===== src/rtl/mem_pkg.sv =====
// Shared types for the cache-to-memory arbiter: FSM states, master index and burst helper.
package mem_pkg;

  typedef enum logic [1:0] {
    StIdle,
    StRdCmd,
    StRdData,
    StWr
  } arb_state_t;

  typedef logic master_sel_t;

  localparam int unsigned NumMasters = 2;

  function automatic int unsigned burst_beats(input int unsigned burst_len);
    return burst_len + 1;
  endfunction

endpackage


===== src/rtl/mem_arbiter.sv =====
// Round-robin arbiter sharing one burst memory port between two cache masters.
// The grant is held for a whole read or write burst.
module mem_arbiter
  import mem_pkg::*;
#(
  parameter int unsigned ADDR_WIDTH     = 32,
  parameter int unsigned DATA_WIDTH     = 32,
  parameter int unsigned BURSTLEN_WIDTH = 2
) (
  input  logic                      clock,
  input  logic                      reset_n,
  input  logic [ADDR_WIDTH-1:0]     m0_addr,
  input  logic [BURSTLEN_WIDTH-1:0] m0_burst_len,
  input  logic                      m0_rd,
  input  logic                      m0_wr,
  input  logic [DATA_WIDTH-1:0]     m0_wr_data,
  output logic [DATA_WIDTH-1:0]     m0_rd_data,
  output logic                      m0_rd_valid,
  output logic                      m0_waitrequest,
  input  logic [ADDR_WIDTH-1:0]     m1_addr,
  input  logic [BURSTLEN_WIDTH-1:0] m1_burst_len,
  input  logic                      m1_rd,
  input  logic                      m1_wr,
  input  logic [DATA_WIDTH-1:0]     m1_wr_data,
  output logic [DATA_WIDTH-1:0]     m1_rd_data,
  output logic                      m1_rd_valid,
  output logic                      m1_waitrequest,
  output logic [ADDR_WIDTH-1:0]     s_addr,
  output logic [BURSTLEN_WIDTH-1:0] s_burst_len,
  output logic [DATA_WIDTH-1:0]     s_wr_data,
  output logic                      s_rd,
  output logic                      s_wr,
  input  logic [DATA_WIDTH-1:0]     s_rd_data,
  input  logic                      s_rd_valid,
  input  logic                      s_waitrequest
);

  localparam int unsigned CntWidth = BURSTLEN_WIDTH + 1;

  logic [ADDR_WIDTH-1:0]     m_addr  [NumMasters];
  logic [BURSTLEN_WIDTH-1:0] m_len   [NumMasters];
  logic [DATA_WIDTH-1:0]     m_wdata [NumMasters];
  logic [NumMasters-1:0]     m_rd, m_wr, m_req, m_wait, m_rvalid;

  arb_state_t          state_q;
  master_sel_t         grant_q, last_q, grant_d;
  logic [CntWidth-1:0] cnt_q;
  logic                first_q;
  logic                s_rd_acc, s_wr_acc;

  assign m_addr[0]  = m0_addr;
  assign m_addr[1]  = m1_addr;
  assign m_len[0]   = m0_burst_len;
  assign m_len[1]   = m1_burst_len;
  assign m_wdata[0] = m0_wr_data;
  assign m_wdata[1] = m1_wr_data;
  assign m_rd       = {m1_rd, m0_rd};
  assign m_wr       = {m1_wr, m0_wr};
  assign m_req      = m_rd | m_wr;

  // On a tie the master that was not served last wins.
  always_comb begin
    if (m_req[0] && m_req[1]) begin
      grant_d = ~last_q;
    end else begin
      grant_d = m_req[1];
    end
  end

  always_comb begin
    s_addr      = m_addr[grant_q];
    s_burst_len = m_len[grant_q];
    s_wr_data   = m_wdata[grant_q];
    s_rd        = 1'b0;
    s_wr        = 1'b0;
    m_wait      = '1;
    m_rvalid    = '0;
    case (state_q)
      StRdCmd: begin
        s_rd             = m_rd[grant_q];
        m_wait[grant_q]  = s_waitrequest;
      end
      StRdData: m_rvalid[grant_q] = s_rd_valid;
      StWr: begin
        s_wr             = m_wr[grant_q];
        m_wait[grant_q]  = s_waitrequest;
      end
      default: ;
    endcase
  end

  assign s_rd_acc       = s_rd & ~s_waitrequest;
  assign s_wr_acc       = s_wr & ~s_waitrequest;
  assign m0_waitrequest = m_wait[0];
  assign m1_waitrequest = m_wait[1];
  assign m0_rd_valid    = m_rvalid[0];
  assign m1_rd_valid    = m_rvalid[1];
  assign m0_rd_data     = s_rd_data;
  assign m1_rd_data     = s_rd_data;

  always_ff @(posedge clock or negedge reset_n) begin
    if (!reset_n) begin
      state_q <= StIdle;
      grant_q <= 1'b0;
      last_q  <= 1'b1;
      cnt_q   <= '0;
      first_q <= 1'b1;
    end else begin
      case (state_q)
        StIdle: begin
          if (|m_req) begin
            grant_q <= grant_d;
            last_q  <= grant_d;
            first_q <= 1'b1;
            state_q <= m_rd[grant_d] ? StRdCmd : StWr;
          end
        end
        StRdCmd: begin
          if (s_rd_acc) begin
            cnt_q   <= CntWidth'(burst_beats(32'(s_burst_len)));
            state_q <= StRdData;
          end
        end
        StRdData: begin
          if (s_rd_valid) begin
            cnt_q <= cnt_q - CntWidth'(1);
            if (cnt_q == CntWidth'(1)) state_q <= StIdle;
          end
        end
        StWr: begin
          // Counter holds the beats still owed after the current one.
          if (s_wr_acc) begin
            first_q <= 1'b0;
            if (first_q) begin
              cnt_q <= CntWidth'(s_burst_len);
              if (s_burst_len == '0) state_q <= StIdle;
            end else begin
              cnt_q <= cnt_q - CntWidth'(1);
              if (cnt_q == CntWidth'(1)) state_q <= StIdle;
            end
          end
        end
        default: state_q <= StIdle;
      endcase
    end
  end

endmodule

===== config.mk =====
export PLATFORM = sky130hd
export DESIGN_NAME = mem_arbiter
export DESIGN_NICKNAME = d
export VERILOG_FILES = /design/src/rtl/mem_pkg.sv /design/src/rtl/mem_arbiter.sv
export SDC_FILE = /design/constraint.sdc
export NUM_CORES = 1
export LEC_CHECK = 0
export BUFFER_PORTS_ARGS = -buffer_cell sky130_fd_sc_hd__buf_2
export CAP_MARGIN = 20
export CORE_AREA = 10 10 112 114
export CTS_CLUSTER_SIZE = 10
export DETAILED_ROUTE_END_ITERATION = 7
export DIE_AREA = 0 0 122 124
export GPL_TIMING_DRIVEN = 0
export PLACE_DENSITY_LB_ADDON = 0.25
export SETUP_SLACK_MARGIN = 0.2
export SLEW_MARGIN = 0
export SYNTH_ARGS = -nofsm -noshare
export SYNTH_HDL_FRONTEND = slang
export SYNTH_SLANG_ARGS = --single-unit

===== constraint.sdc =====
create_clock -name clock -period 2.2 [get_ports clock]
set_clock_uncertainty 0.05 [all_clocks]
set_input_delay 0.22 -clock clock [delete_from_list [all_inputs] [get_ports clock]]
set_output_delay 0.22 -clock clock [all_outputs]
set_load 0.005 [all_outputs]

* Word-level counts from Yosys, hierarchy flattened *
Index checks and enable logic that the tools add are counted.

cells by class
  add/subtract/negate cells = 2
  multipliers = 0
  div/mod/pow operators = 0
  $lt $le $gt $ge = 4
  equal/unequal tests = 9
  shift operators = 0
  multiplexer cells = 39
  bitwise logic cells = 9
  reductions and logical operators = 12

operator list
  cell                   count
  $mux W32               6
  $mux W2                13
  $mux W1                12
  $mux W3                4
  $pmux W3 S3            1
  $ne A2 B2 Y1 const B   4
  $pmux W2 S4            1
  $reduce_and A5 Y1      1
  $eq A2 B2 Y1 const B   2
  $logic_not A2 Y1       2
  $lt A1 B2 Y1 const B   2
  $or A2 B2 Y2           2
  $reduce_and A4 Y1      1
  $reduce_or A2 Y1       2
  $add A2 B1 Y3 const B  1
  $eq A3 B1 Y1 const B   1
  $ne A3 B3 Y1 const B   1
  $reduce_and A3 Y1      1
  $reduce_bool A3 Y1     1
  $sub A3 B1 Y3 const B  1
  $and A1 B1 Y1          2
  $and A2 B2 Y2          1
  $eq A2 B1 Y1 const B   1
  $ge A2 B2 Y1 const B   1
  9 further kinds        11

word-level totals
  register bits = 8
  latch bits = 0
  RAM bits = 0
  memory bits (read-only) = 0
  bits of input ports = 172
  output and inout bits = 136
  word-level logic and storage cells = 80
  memories = 0

* Depth between registers and ports, before layout *
  depth after elaboration = 9
  depth in mapped cells = 7
  gate-level depth less buffers = 6

* Worst setup path before layout *
Ideal clock, no wire load.

  kind = register to register
  from = reg grant_q
  to = reg state_q[0]
  setup time = 0.122 ns
  data arrival time = 1.358 ns
  setup slack = 0.670 ns
  cell stages (with the launch flop) = 8
  buffers on the path = 1
  clock period less this slack = 1.530 ns
  cell sequence = dfrtp_1 buf_6 mux2i_1 ha_1 nand2b_1 o2111ai_1 a21oi_1 o2bb2ai_1

between the ends
  cells in the longest elaborated chain, start to end = 7
  elaborated cells on any way between the ends = 17

ends and longest elaborated chain
  what                                        RTL line            RTL
  start: declaration                          mem_arbiter.sv:46   master_sel_t grant_q, last_q, grant_d;
  start signal: assignment                    mem_arbiter.sv:112  grant_q <= grant_d;
  $not A1 Y2 (not written as such)            mem_arbiter.sv:72   s_burst_len = m_len[grant_q];
  $mux W2 (not written as such) (3 in a row)  mem_arbiter.sv:72
  $logic_not A2 Y1                            mem_arbiter.sv:136  if (s_burst_len == '0) state_q <= StIdle;
  $ne A3 B3 Y1 (no line)                      -
  $reduce_and A5 Y1 (no line) (*)             -
  end signal: assignment                      mem_arbiter.sv:136
  end signal: assignment                      mem_arbiter.sv:139  if (cnt_q == CntWidth'(1)) state_q <= StIdle;
  end signal: assignment                      mem_arbiter.sv:143  default: state_q <= StIdle;
  end: declaration                            mem_arbiter.sv:45   arb_state_t state_q;

Mark *: on every way between the ends. The rest lies on a longest branch, timed or not. The select of a mux whose other input is x is not followed.
A chain may end at the register's enable or synchronous reset.

* Final worst setup path *
  from = reg grant_q
  to = out s_wr_data[1]

between the ends
  cells in the longest elaborated chain, start to end = 4

ends and longest elaborated chain
  what                                         RTL line           RTL
  $not A1 Y2 (not written as such)             mem_arbiter.sv:73  s_wr_data = m_wdata[grant_q];
  $mux W32 (not written as such) (3 in a row)  mem_arbiter.sv:73
  end: declaration                             mem_arbiter.sv:30  output logic [DATA_WIDTH-1:0] s_wr_data,

No other way between the ends. The select of a mux whose other input is x is not followed.

==> results by group <==
Timing
  • Max-slew violations: 0
  • RSZ-0062 raised after global routing: false
  • Setup Viol. Count Final: 0
  • WHS: 0.313 ns
  • Fin crit period: 1.90 ns
  • Least-Margin Pin Slew: 0.421 ns
  • Fin Setup TNS: 0 ns
  • Period utilisation layout: 0.862
  • Max Clock Freq: 528 MHz
  • Fin. Hold Viols: 0
  • Slew headroom: 0.719

GRT
  • Largest net degree at the start of global routing: 11
  • Met1 Track Usage GR: 0.141
  • Top Usage Layer GRT: met2
  • First-pass GRT wire length: 16200 um
  • Initial antenna violation count: 0
  • Remaining Overflow, GRT: 0
  • Total GRT Usage: 0.136
  • Vias in the first global route: 2675
  • Met3 Resource Use GR: 0.0584
  • Met2 Usage GRT: 0.247

Setup path
  • Setup crit end kind: primary output
  • Type of origin of the critical path: register
  • Worst setup path start: grant_q
  • R2R Path Start: grant_q
  • Crit Path Class: register to primary output
  • Critical Path RT: 1.93 ns
  • Largest fanout on the critical path: 10
  • Worst path arrival time: 1.63 ns

Detailed routing
  • Avg WL per Cell: 18.6 um
  • Routed WL: 11900 um
  • Final ANT Viol Nets: 0
  • Via count: 2572
  • First drt pass iteration count: 4
  • Initial drt markers: 92
  • Residual DRC: 0
  • DR vias/cell: 4.01

CTS
  • CTS buffer count: 3
  • Clock Sinks: 8
  • CTS max path bufs: 2
  • Worst-path clk slew: 0.05 ns
  • H-tree Lvls: 1
  • Clk root buf: clkbuf_8
  • Clk_lat worst skew: 0.23 ns
  • # Post-CTS Setup Buffers: 0
  • CTS tree: yes

Yosys
  • Post-synth EDFFs: 0
  • Post-Synth Simple-Gate Area: 0.0962
  • Avg Cell Area, Syn: 8.85 um2
  • #FFs+latches synth: 8
  • Post-synthesis mux area share: 0.409
  • Largest family of logic cells by synthesized area: multiplexers
  • Synthesized Nets: 401
  • XOR/XNOR Fraction of Synth Area: 0
  • Synth unique cells: 37
  • Post-synth ARST share: 1.00
  • Mapped Area: 0.00199 mm2
  • Synth Instances: 225
  • Register area share after synthesis: 0.102
  • Synth Area in Adders: 0.0251
  • Synth warnings: 0
  • Post-synthesis compound-gate area fraction: 0.0779
  • Main flop type after synthesis: dfrtp_1

Cells and area
  • Synth-to-Final Area Change: 80.6%
  • Most common cell after layout, fill and taps aside: buf_2
  • Share of cells above drive strength 1: 0.848
  • # fillers: 1109
  • Nets@finish: 682
  • Most frequent cells in the layout: buf_2, buf_4, mux2_2
  • Cell Count, Final, Fillers Out: 641
  • Antenna diodes: 0

Die
  • Die H: 124 um
  • # IOs: 308
  • Core area: 0.0102 mm2
  • Die width: 122 um
  • Starting density of the core: 0.195
  • Die area: 0.0151 mm2
  • Row count: 37

Pwr
  • Peak supply drop: 0.473 mV
  • PwrDens: 760 mW/mm2
  • Leak: 2.04 nW

Job
  • Maxcap violations: 0

Place
  • Inst Count DP: 636
  • Detailed Place HPWL: 11000 um
  • RePlAce Congestion: 0.940
  • I/O Buffers: 275

Hold path
  • Min-Delay Path Class: input pin to async pin

Status
  • Status: finished, final reports clean
routing by layer:
layer / wire (um) / vias up
met5: 0 / -
met4: 213 / 0
met3: 1380 / 12
met2: 6000 / 138
met1: 4330 / 1142
li1: - / 1280
state kept, by name (all words and copies together), names as in the netlist:
signal / flops
cnt_q: 3
state_q: 2
first_q: 1
grant_q: 1
last_q: 1
synth_stat cells (all sizes together) (4+ instances only):
master / count / area share
mux2: 67 / 0.38
a21oi: 6 / 0.017
nand2: 10 / 0.020
nor2: 6 / 0.011
inv: 7 / 0.013
nor2b: 4 / 0.013
buf: 74 / 0.27
nor3: 4 / 0.013
ha: 4 / 0.025
mux2i: 4 / 0.026
o21ai: 4 / 0.010
dfrtp: 6 / 0.075
nand2b: 4 / 0.013
layout make-up:
type,count,area [um2],share of cell area
Clock buffer,4,45.0,0.0125
Timing Repair Buffer,276,1390,0.386
Inverter,7,26.3,0.00731
Sequential cell,8,203,0.0564
Multi-Input combinational cell,134,1210,0.337
Tap cell,136,170,0.0473
Buffer,76,554,0.154
per-stage QoR:
step / util / total power [mW] / setup slack [ns] / area [um2]
floorplan: - / 1.65 / 0.670 / 1990
global placement: 0.346 / 2.57 / 0.345 / 3540
detailed placement: 0.346 / 2.58 / 0.350 / 3540
CTS: 0.351 / 2.79 / 0.234 / 3590
global route: 0.351 / 2.96 / 0.231 / 3600
finish: 0.351 / 2.73 / 0.305 / 3600
what timing repair did:
action | in CTS | in global routing
resized for setup | 0 | 1
hold buffers | 1 | 0
setup endpoints to repair | 0 | 5
endpoints found under the hold margin | 6 | 0
cell families after synthesis:
group                      count (synthesis)
DFF                                        8
muxes                                     71
and+or+nand+nor                           37
AOI/OAI and AO/OA                         22
buffers and inverters                     83
adders and majority gates                  4
report_power, final:
part,internal [mW],total [mW],switching [mW]
clock network,0.127,0.197,0.0699
logic,1.20,2.25,1.04
registers,0.232,0.290,0.0582
total,1.56,2.73,1.17
final timing paths:
check	cells after the start	to	slack, ns
setup / recovery	4	s_wr_data[1]	0.30
hold / removal	2	cnt_q[2]	0.31
setup reg to reg	7	state_q[0]	0.43
hold reg to reg	2	first_q	0.47
max in group asynchronous	2	first_q	1.54
min in group clock	3	grant_q	0.36
critical path: stages, from the launching register on:
cell,delay [ns]
dfrtp_1,0.37
buf_6,0.19
buf_2,0.28
mux2_2,0.41
buf_2,0.14
(Power assumes the default switching activity.)
